File: config.mk
export PLATFORM = sky130hd
export DESIGN_NAME = sha256_msg_schedule
export DESIGN_NICKNAME = d
export VERILOG_FILES = /design/src/rtl/sha256_msg_schedule.sv
export SDC_FILE = /design/constraint.sdc
export NUM_CORES = 1
export LEC_CHECK = 0
export CAP_MARGIN = 5
export CORE_MARGIN = 2
export CORE_UTILIZATION = 30
export CTS_BUF_LIST = sky130_fd_sc_hd__clkbuf_16
export DETAILED_ROUTE_END_ITERATION = 10
export HOLD_SLACK_MARGIN = 0.15
export PLACE_DENSITY = 0.52
export SLEW_MARGIN = 20
export SYNTH_ARGS = -nofsm -noshare
export SYNTH_HDL_FRONTEND = slang
export SYNTH_SLANG_ARGS = --single-unit
File: constraint.sdc
create_clock -name clk -period 19.2 [get_ports clk]
set_input_delay 4.8 -clock clk [delete_from_list [all_inputs] [get_ports clk]]
set_output_delay 4.8 -clock clk [all_outputs]
set_load 0.01 [all_outputs]
File: src/rtl/sha256_msg_schedule.sv
// SHA-256 message-schedule generator: loads 16 big-endian words, then streams W_0..W_{ROUNDS-1}.
// A 16-word shift window holds W_t..W_{t+15}; each output handshake appends W_{t+16}.
module sha256_msg_schedule #(
   parameter int unsigned ROUNDS = 64
) (
   input  logic        clk,
   input  logic        rst,
   input  logic        in_valid,
   output logic        in_ready,
   input  logic [31:0] in_word,
   output logic        w_valid,
   input  logic        w_ready,
   output logic [31:0] w_out,
   output logic [5:0]  w_index,
   output logic        busy
);

   localparam int unsigned WW = 32;
   localparam int unsigned TW = 6;
   localparam int unsigned LW = 4;

   localparam logic [1:0] S_IDLE = 2'd0;
   localparam logic [1:0] S_LOAD = 2'd1;
   localparam logic [1:0] S_EMIT = 2'd2;

   logic [1:0]    state;
   logic [1:0]    next_state;
   logic [WW-1:0] r [16];
   logic [LW-1:0] lcnt;
   logic [TW-1:0] t;
   logic          in_hs;
   logic          out_hs;
   logic          last_word;
   logic          last_round;
   logic [WW-1:0] w_new;

   function automatic logic [WW-1:0] ror(input logic [WW-1:0] x, input int unsigned n);
      return (x >> n) | (x << (WW - n));
   endfunction

   function automatic logic [WW-1:0] sigma0(input logic [WW-1:0] x);
      return ror(x, 7) ^ ror(x, 18) ^ (x >> 3);
   endfunction

   function automatic logic [WW-1:0] sigma1(input logic [WW-1:0] x);
      return ror(x, 17) ^ ror(x, 19) ^ (x >> 10);
   endfunction

   // Handshake qualifiers and the next schedule word W_{t+16}
   always_comb begin
      in_hs      = in_valid & in_ready;
      out_hs     = w_valid & w_ready;
      last_word  = (lcnt == LW'(15));
      last_round = (t == TW'(ROUNDS - 1));
      w_new      = sigma1(r[14]) + r[9] + sigma0(r[1]) + r[0];
   end

   always_ff @(posedge clk) begin
      if (rst) state <= S_IDLE;
      else     state <= next_state;
   end

   always_comb begin
      next_state = state;
      case (state)
         S_IDLE: if (in_hs) next_state = S_LOAD;
         S_LOAD: if (in_hs && last_word) next_state = S_EMIT;
         S_EMIT: if (out_hs && last_round) next_state = S_IDLE;
         default: next_state = S_IDLE;
      endcase
   end

   // Status flags registered from the next state so they line up with the state register
   always_ff @(posedge clk) begin
      if (rst) begin
         in_ready <= 1'b1;
         w_valid  <= 1'b0;
         busy     <= 1'b0;
      end else begin
         in_ready <= (next_state != S_EMIT);
         w_valid  <= (next_state == S_EMIT);
         busy     <= (next_state != S_IDLE);
      end
   end

   always_ff @(posedge clk) begin
      if (rst) begin
         for (int i = 0; i < 16; i++) r[i] <= '0;
         lcnt <= '0;
         t    <= '0;
      end else if (in_hs) begin
         for (int i = 0; i < 15; i++) r[i] <= r[i+1];
         r[15] <= in_word;
         lcnt  <= lcnt + LW'(1);
         t     <= '0;
      end else if (out_hs) begin
         for (int i = 0; i < 15; i++) r[i] <= r[i+1];
         r[15] <= w_new;
         if (last_round) begin
            t    <= '0;
            lcnt <= '0;
         end else begin
            t <= t + TW'(1);
         end
      end
   end

   assign w_out   = r[0];
   assign w_index = t;

endmodule

==> flow_summary.toml, run 1 <==
[floorplanning]
die_y_microns = 288
core-area_sq_mm = 0.0802
die_area_sq_mm = 0.0829
boundaryPins = 77
die_w_microns = 288
rows = 104
start_util_pct = 30.2

[final_layout]
drive_above_1_share_pct = 5.81
final_common_cell = "edfxtp_1"
syn_to_final_growth_pct = 14.8
fin_area_sq_mm = 0.0278
nets = 1973
antenna_cells = 0
final_cell_mix = "edfxtp_1 (512), and2_1 (322), inv_1 (161)"

[timing]
slew_viol_final = 0
worst_pin_slew_ns = 1.07
setup_viol = 0
finalSetupTns_ns = 0
fmax_mhz = 122
finalCriticalPeriod_ns = 8.17
period_share_pct = 42.6
hold_viol_final = 0
skew_ns = 0.0195
relSlewSlack_pct = 28.8
rsz0062_at_grt = "no"

[yosys]
netlist_area_sq_mm = 0.0242
seq_area_frac_synth_pct = 64.8
ys_ff_latch = 527
synthesis.nets = 1901
synth_flop_cell = "edfxtp_1"
synth_edf_count = 512
synth_cell_type_count = 63
ys_warn_count = 0
async_flop_share_pct = 0
synthCells = 1770
syn_avg_cell_area_sq_um = 13.7

[clock_tree]
htreeDepth = 2
cts_buffer_depth = 3
cts_tree = "built"
clockRootBuffer = "clkbuf_16"
cts_buffers = 56
cts_setup_buffers = 0
clock_latency_ns = 0.61
clock-sinks = 527
holdBufCountCts = 0
clk_pin_slew_ns = 0.06
cts-resized-gates = 0

[status]
status = "complete, no violations"

[worst_setup_path]
cp-end-kind = "flop"
cpMostUsedCell = "buf_4"
crit_fanout = 79
crit_family = "buffers and inverters"
path_cells = "clkdlybuf4s50_1, and2_1, nor2_1, nand2_4, buf_4, buf_4"
slowest_stage = "buf_4"
critical_path_required_ns = 19.42
cpPeakStageDelay_ns = 0.88
path_buf_inv = 3
critPathKind = "in2reg"
critPathLaunchType = "input port"
worstPathArrival_ns = 8.39

[run]
drv_cap = 0

[detailed_routing]
first_pass_iters = 5
vias_per_cell = 4.38
avgRoutedWirePerCell_microns = 18.7
drtIter0Drc = 1239
post-route-drc-count = 0
routed_wl_microns = 55100
ant_nets = 0
route.vias.total = 12900

[global_routing]
first_global_vias = 12900
grt_pass1_wl_microns = 82800
antenna_found_initial = 3
overflow = 0
grt_max_degree = 320
gr-usage-all-layers_pct = 13.5

[placement]
postPlaceCellArea_sq_mm = 0.0261
gp_congestion = 0.884
numPortBuffers = 76
dp_hpwl_microns = 38400

[power_and_ir_drop]
p_per_area_mw_per_mm2 = 118
p_leak_nw = 10.7
irDropWorstVdd_mv = 0.0673

[min_path]
min_path_type = "reg2reg"
[final timing paths]
| path | from | to | slack [ns] | depth (start not counted) |
|---|---|---|---|---|
| hold / removal | state[1] | state[0] | 0.48 | 1 |
| hold reg to reg | state[1] | state[0] | 0.48 | 1 |
| setup reg to reg | r[14][23] | r[15][26] | 14.40 | 14 |
| setup / recovery | in_valid | r[7][29] | 11.03 | 6 |
[layout make-up]
class / instances / area [sq um]
repair buffers: 86 / 870
flip-flops and latches: 527 / 15700
well taps: 1060 / 1330
clock inverters: 37 / 256
inverters: 153 / 574
fillers: 7868 / 52400
clock buffers: 56 / 1400
multi-input cells: 1018 / 7650
[through the flow]
stage | utilization, % | power (mW) | hold WS (ns) | setup WS [ns] | cells
6_report | 34.6 | 3.27 | 0.480 | 11.03 | 2937
5_1_grt | 34.6 | 3.44 | 0.502 | 10.69 | 2937
4_1_cts | 34.6 | 3.29 | 0.487 | 10.97 | 2936
3_5_place_dp | 32.5 | 2.27 | 0.478 | 10.31 | 2843
3_3_place_gp | 32.5 | 2.27 | 0.452 | 10.39 | 2843
2_1_floorplan | - | 2.00 | 0.430 | 8.51 | 1770
[worst register-to-register path: cells and delay by family (launching register included)]
| kind | cells | cell delay [ns] |
|---|---|---|
| fa+ha+maj | 3 | 1.31 |
| compound gates | 5 | 1.21 |
| xor+xnor | 3 | 1.09 |
| flops | 1 | 0.55 |
| simple gates | 1 | 0.20 |
| buf+inv | 2 | 0.17 |
[registers in the layout (all words and copies together), names as in the netlist]
name,cells
lcnt,4
in_ready,1
w_index,6
state,2
busy,1
r,512
w_valid,1
[report_power, final]
group          switching (mW)  total [mW]  leakage, nW  internal, mW
combinational           0.570       0.881         4.06         0.311
clock                   0.436        1.00        0.842         0.564
sequential             0.0481        1.39         5.78          1.34
total                    1.05        3.27         10.7          2.22
[synth_stat cells (all sizes together) (2+ instances only)]
master | count | share of area, %
a21o | 12 | 0.37
a21oi | 45 | 1.0
a22o | 3 | 0.11
a22oi | 2 | 0.062
a311oi | 3 | 0.13
a31oi | 6 | 0.16
a32o | 3 | 0.12
and2 | 323 | 8.4
and3 | 5 | 0.16
buf | 10 | 0.29
clkbuf | 61 | 0.96
dfxtp | 15 | 1.2
edfxtp | 512 | 64
fa | 62 | 5.1
ha | 33 | 1.7
inv | 153 | 2.4
mux2i | 2 | 0.083
nand2 | 61 | 0.96
nand2b | 5 | 0.13
nand3 | 19 | 0.41
nand4 | 9 | 0.26
nor2 | 29 | 0.48
nor2b | 160 | 4.1
nor3 | 10 | 0.21
nor4 | 2 | 0.078
o2111ai | 3 | 0.11
o211ai | 3 | 0.093
o21ai | 43 | 0.89
o21bai | 3 | 0.093
o221ai | 2 | 0.072
o22ai | 2 | 0.052
o31ai | 3 | 0.093
or2 | 5 | 0.13
or3 | 2 | 0.052
xnor2 | 117 | 4.2
xor2 | 32 | 1.2
[routing by layer]
layer / GRT usage (%) / up-vias / part of all wire, % / routed length (microns)
met2: 19.6 / 348 / 43 / 23800
met4: 3.74 / 0 / 2.0 / 1120
met1: 20.6 / 6345 / 49 / 27000
met5: 0 / - / 0 / 0
met3: 2.38 / 65 / 5.8 / 3200
li1: - / 6094 / - / -
[logic make-up (layout without fill, tap and decap cells)]
| kind of cell | after synthesis | after routing | synth area share, % |
|---|---|---|---|
| AND/OR/NAND/NOR | 632 | 632 | 15.4 |
| flip-flops | 527 | 527 | 64.8 |
| buffers and inverters | 225 | 332 | 3.68 |
| XOR/XNOR | 149 | 149 | 5.40 |
| AO/OA/AOI/OAI | 140 | 140 | 3.74 |
| adder cells (fa/ha/maj) | 95 | 95 | 6.84 |
| multiplexers | 2 | 2 | 0.0828 |
Power figures use the tool's default switching activity.
==> inputs of run 2 (changes only) <==
PLACE_DENSITY = 0.53   (was 0.52)
clock period = 6.7 ns   (was 19.2 ns; I/O delays follow)
==> run 2 against run 1 <==
Final cell count grew 0.54%. Sequential power increased to 2.9 times the previous value. Count of clock-buffer cells in the layout up 1. Combinational power grew to 2.8 times the previous value. Critical path type is now reg2reg. Routed wire length grew 0.65%. Total power rose to 3.0 times the previous value. Core utilization up 0.44 points. Die area unchanged. Sequential share of layout area down 0.72 points.
==> flow_summary.toml, run 2 (same netlist as run 1, synthesis figures left out) <==
[timing]
fmax_mhz = 226
skew_ns = 0.0257
setup_viol = 0
finalSetupTns_ns = 0
slew_viol_final = 0
worst_pin_slew_ns = 1.07
finalCriticalPeriod_ns = 4.42
hold_viol_final = 0
rsz0062_at_grt = "no"
period_share_pct = 65.9
relSlewSlack_pct = 28.5

[placement]
numPortBuffers = 76
dp_hpwl_microns = 38500
gp_congestion = 0.884

[worst_setup_path]
critical_path_required_ns = 7.05
crit_family = "adder cells"
slowest_stage = "edfxtp_1"
path_buf_inv = 3
reg2reg_from = "r[1][19]"
cp-end-kind = "flop"
critPathLaunchType = "flop"
critPathKind = "reg2reg"
r2r_slack_ns = 2.28
worstPathArrival_ns = 4.77
cpPeakStageDelay_ns = 0.49
reg2reg_to = "r[15][25]"
crit_fanout = 4
reg2reg_depth = 16
path_cells = "xnor2_1, xnor2_1, fa_1, inv_1, fa_1, inv_1, ha_1, inv_1, fa_1, nand2b_1, a21oi_1, o2111ai_1, nand4b_1, a21oi_1, xnor2_1, o21ai_1"

[clock_tree]
cts_setup_buffers = 0
cts_tree = "built"
cts_buffers = 56
htreeDepth = 2
clockRootBuffer = "clkbuf_16"
cts-resized-gates = 0
clock-sinks = 527
cts_buffer_depth = 3
clock_latency_ns = 0.63
clk_pin_slew_ns = 0.07
holdBufCountCts = 0

[global_routing]
antenna_found_initial = 1
grt_pass1_wl_microns = 83400
grt_max_degree = 193
gr-usage-all-layers_pct = 13.6
first_global_vias = 13000
overflow = 0

[detailed_routing]
drtIter0Drc = 1107
avgRoutedWirePerCell_microns = 18.8
routed_wl_microns = 55400
first_pass_iters = 5
ant_nets = 0
vias_per_cell = 4.37
post-route-drc-count = 0
route.vias.total = 12900

[status]
status = "complete, no violations"

[final_layout]
top_register = "r"
syn_to_final_growth_pct = 16.3
largest_reg_flops = 512
final_cell_mix = "edfxtp_1 (512), and2_1 (322), inv_1 (161)"
post-route-util_pct = 35.1
final_common_cell = "edfxtp_1"
nets = 1975
drive_above_1_share_pct = 6.82

[floorplanning]
core-area_sq_mm = 0.0802
die_area_sq_mm = 0.0829
die_w_microns = 288
rows = 104
boundaryPins = 77
die_y_microns = 288
start_util_pct = 30.2

[power_and_ir_drop]
power_mw = 9.73
p_per_area_mw_per_mm2 = 346
p_leak_nw = 10.9
irDropWorstVdd_mv = 0.197

[min_path]
hold_depth = 1
whs_endpoint = "state[0]"
hp-start = "state[1]"
min_path_type = "reg2reg"

[run]
drv_cap = 0
-- run 2: changes by cell type in the layout (fill, tap and decap cells not counted), moves of 2 or more --
cell / before / now
buf_12: 1 / 5
buf_4: 8 / 6
bufinv_16: 3 / 10
clkinv_1: 15 / 10
clkinv_2: 6 / 14
inv_16: 0 / 2
nand2_4: 3 / 1
nand2_8: 0 / 2
-- run 2: per-layer routing --
layer,wire length (microns),global-route usage [%]
met5,0,0
met4,1390,4.33
met3,3350,2.75
met2,23800,19.7
met1,26800,20.2
-- run 2: stage by stage --
stage,setup WS (ns),cells,hold WS (ns),instance area (sq um)
finish,2.28,2953,0.477,28100
global route,1.93,2952,0.504,28100
CTS,2.31,2952,0.471,28100
detailed placement,2.01,2846,0.462,26200
global placement,2.06,2846,0.447,26200
floorplan,1.38,1770,0.430,24200
-- run 2: worst max-delay path by stage --
stage,from,end,slack (ns),cells after the start
after floorplan,in_valid,r[1][0],1.38,4
after global placement,in_valid,r[7][28],2.06,5
after detailed placement,in_valid,r[7][29],2.01,5
after CTS,r[14][15],r[15][20],2.31,14
after global routing,r[1][19],r[15][25],1.93,16
final,r[1][19],r[15][25],2.28,16
-- run 2: power by group --
part	switching, mW	internal, mW	leakage (nW)
registers	0.136	3.85	5.78
logic	1.58	0.897	4.08
clock network	1.32	1.94	0.989
total	3.04	6.69	10.9
-- run 2: cell type report --
| class | instances | area, sq um |
|---|---|---|
| Antenna cell | 1 | 2.50 |
| Clock buffer | 57 | 1430 |
| Clock inverter | 49 | 519 |
| Fill cell | 7842 | 52000 |
| Inverter | 153 | 574 |
| Multi-Input combinational cell | 1018 | 7670 |
| Sequential cell | 527 | 15700 |
| Tap cell | 1060 | 1330 |
| Timing Repair Buffer | 88 | 918 |
==> variant, RTL diff (settings of run 2) <==
Set the localparam `LW` to 5 (it was 4).
--- a/src/rtl/sha256_msg_schedule.sv
+++ b/src/rtl/sha256_msg_schedule.sv
@@ -17,7 +17,7 @@
 
    localparam int unsigned WW = 32;
    localparam int unsigned TW = 6;
-   localparam int unsigned LW = 4;
+   localparam int unsigned LW = 5;
 
    localparam logic [1:0] S_IDLE = 2'd0;
    localparam logic [1:0] S_LOAD = 2'd1;
Formal check against the unedited RTL: no difference found for any inputs over 4 cycles, from zero or initial values and one cycle with rst high; that may be too few to reach the edited logic, so the function may still have changed.
==> variant against run 2 <==
  * Count of clock-buffer cells in the layout unchanged
  * Worst setup slack worse by 200 ps
  * Sequential cell count up 1
  * Area after synthesis down 0.50%
  * Non-clock buffer count down 1
  * Routed wire length down 2.0%
  * Power down 5.3%
  * Design area down 1.3%
  * Via count down 0.45%
  * Largest cell class unchanged
==> variant: results (changes against run 2) <==
GRT
  – GR Layer Usage met3: 0.0198 (-0.00765)
  – Largest net degree at the start of global routing: 320 (+66%)
  – First-pass GRT wire length: 82.1 mm (-1.5%)
  – GR Util met1: 0.201 (-0.000734)
  – Tot GR Track Use: 0.132 (-0.00341)
  – Vias in the first global route: 12600 (-2.7%)
  – Met2 usage: 0.195 (-0.00193)

Clock network
  – Clk pin slew, worst setup/hold paths: ~60 ps
  – Worst-case clock buffer depth: 3 (unchanged)
  – Total CTS buffers: 57 (+1.8%)
  – CTS Root Cell: clkbuf_16
  – Skew-Pair Late Insertion Delay: 610 ps (-20 ps)

Detailed routing
  – Met2 Wirelength: 24.0 mm (+0.79%)
  – Via-per-instance ratio: 4.43 (+1.4%)
  – Iter 0 DRT Violations: 1066 (-3.7%)
  – Top layer reached by signal wires: met4
  – TritonRoute pass-1 iters: 5 (unchanged)
  – Wirelength per Cell: 18.7 µm (-0.23%)
  – DR WL met3: 2.36 mm (-30%)
  – M1 WL: 26.7 mm (-0.48%)

Worst setup path
  – Crit path capture type: flip-flop
  – Slowest cell on crit path: edfxtp_1
  – Crit-path leading delay family: adder cells
  – R2R setup slack: 2090 ps (-200 ps)
  – RR Startpoint: r[1][7]
  – Slowest stage delay, CP: 580 ps (+90 ps)
  – Worst endpoint data arrival time: 4960 ps (+190 ps)
  – Reg2reg end: r[15][27]

Layout
  – Largest register FFs: 512 (unchanged)
  – # diodes: 0 (-1)
  – Layout cells sized above 1: 0.0578 (-0.0103)
  – Fill cell count: 7693 (-1.9%)
  – Non-filler cells, final: 2900 (-1.8%)

Synth
  – Complex-gate fraction of the synthesized area: 0.0442 (+0.00679)
  – Syn_nets: 1861 (-2.1%)
  – Synth cell types: 53 (-16%)
  – YS warnings: 0 (unchanged)
  – Post-synthesis mux area share: 0.000884 (+0.0000562)
  – Synth Area in XOR/XNOR: 0.0535 (-0.000456)
  – Sequential share of the synthesized area: 0.652 (+0.00410)
  – Commonest cells in the netlist: edfxtp_1, and2_1, nor2b_1
  – Synth Area in Adders: 0.0693 (+0.000865)
  – Number of flops mapped to enable cells by yosys: 512 (unchanged)
  – Syn Inst Count: 1729 (-2.3%)
  – Largest cells by area after synthesis: edfxtp_1, and2_1, fa_1

Worst hold path
  – HP Start: state[1]

Placement
  – Placed cell count: 2793 (-1.9%)
  – GP Congestion: 0.894 (+1.1%)
  – DP HPWL: 37.2 mm (-3.2%)

Pwr
  – Cell Int Power: 6.34 mW (-5.2%)
  – VDD IR-drop max: 207 µV (+5.1%)
  – Leakage Power: 10.8 nW (-0.56%)

Timing
  – Clock Skew: 20.8 ps (-4.96 ps)
  – Slew headroom: 0.272 (-0.0129)

Outcome
  – Outcome: complete, no violations
[variant: cell count changes after synthesis, sizes merged, moves of 6 or more]
| cell | run 2 | this run |
|---|---|---|
| nand2 | 61 | 36 |
| a22o | 3 | 26 |
| o21ai | 43 | 23 |
| a21oi | 45 | 35 |
| clkbuf | 61 | 69 |
| nor3 | 10 | 2 |
| a21o | 12 | 19 |
| buf | 10 | 3 |
| nand3 | 19 | 12 |
| inv | 153 | 147 |
[variant: stage by stage]
| step | hold slack, ps | worst slack, ps | total power [mW] | instance area [µm²] |
|---|---|---|---|---|
| after CTS | 466 | 2100 | 9.29 | 27700 |
| after floorplan | 430 | 1240 | 5.64 | 24100 |
| after detailed placement | 455 | 1820 | 6.36 | 26000 |
| final | 465 | 2090 | 9.22 | 27700 |
| after global routing | 498 | 1840 | 9.70 | 27700 |
| after global placement | 452 | 1870 | 6.35 | 26000 |
[variant: logic make-up (layout without fill, tap and decap cells)]
logic type / after synthesis / after routing
buffers and inverters: 219 / 340
AOI/OAI and AO/OA: 149 / 149
xor gates and xnor gates: 147 / 147
adders and majority gates: 96 / 96
muxes: 2 / 2
DFF: 528 / 528
and+or+nand+nor: 588 / 588
[variant: layout make-up]
type	count	area [µm²]	share of cell area
clock inverter	49	278	0.0100
inverter	147	552	0.0199
multi-input combinational	982	7600	0.274
clock buffer	57	1430	0.0514
tap	1050	1310	0.0473
sequential	528	15700	0.566
timing repair buffer	87	886	0.0319
[variant: power by group through the flow]
stage	registers [mW]	logic [mW]	clock network, mW
after floorplan	4.00	1.63	0
after global placement	4.06	2.28	0
after detailed placement	4.07	2.29	0
after CTS	4.00	2.32	2.97
after global routing	4.02	2.59	3.09
final	4.00	2.35	2.87
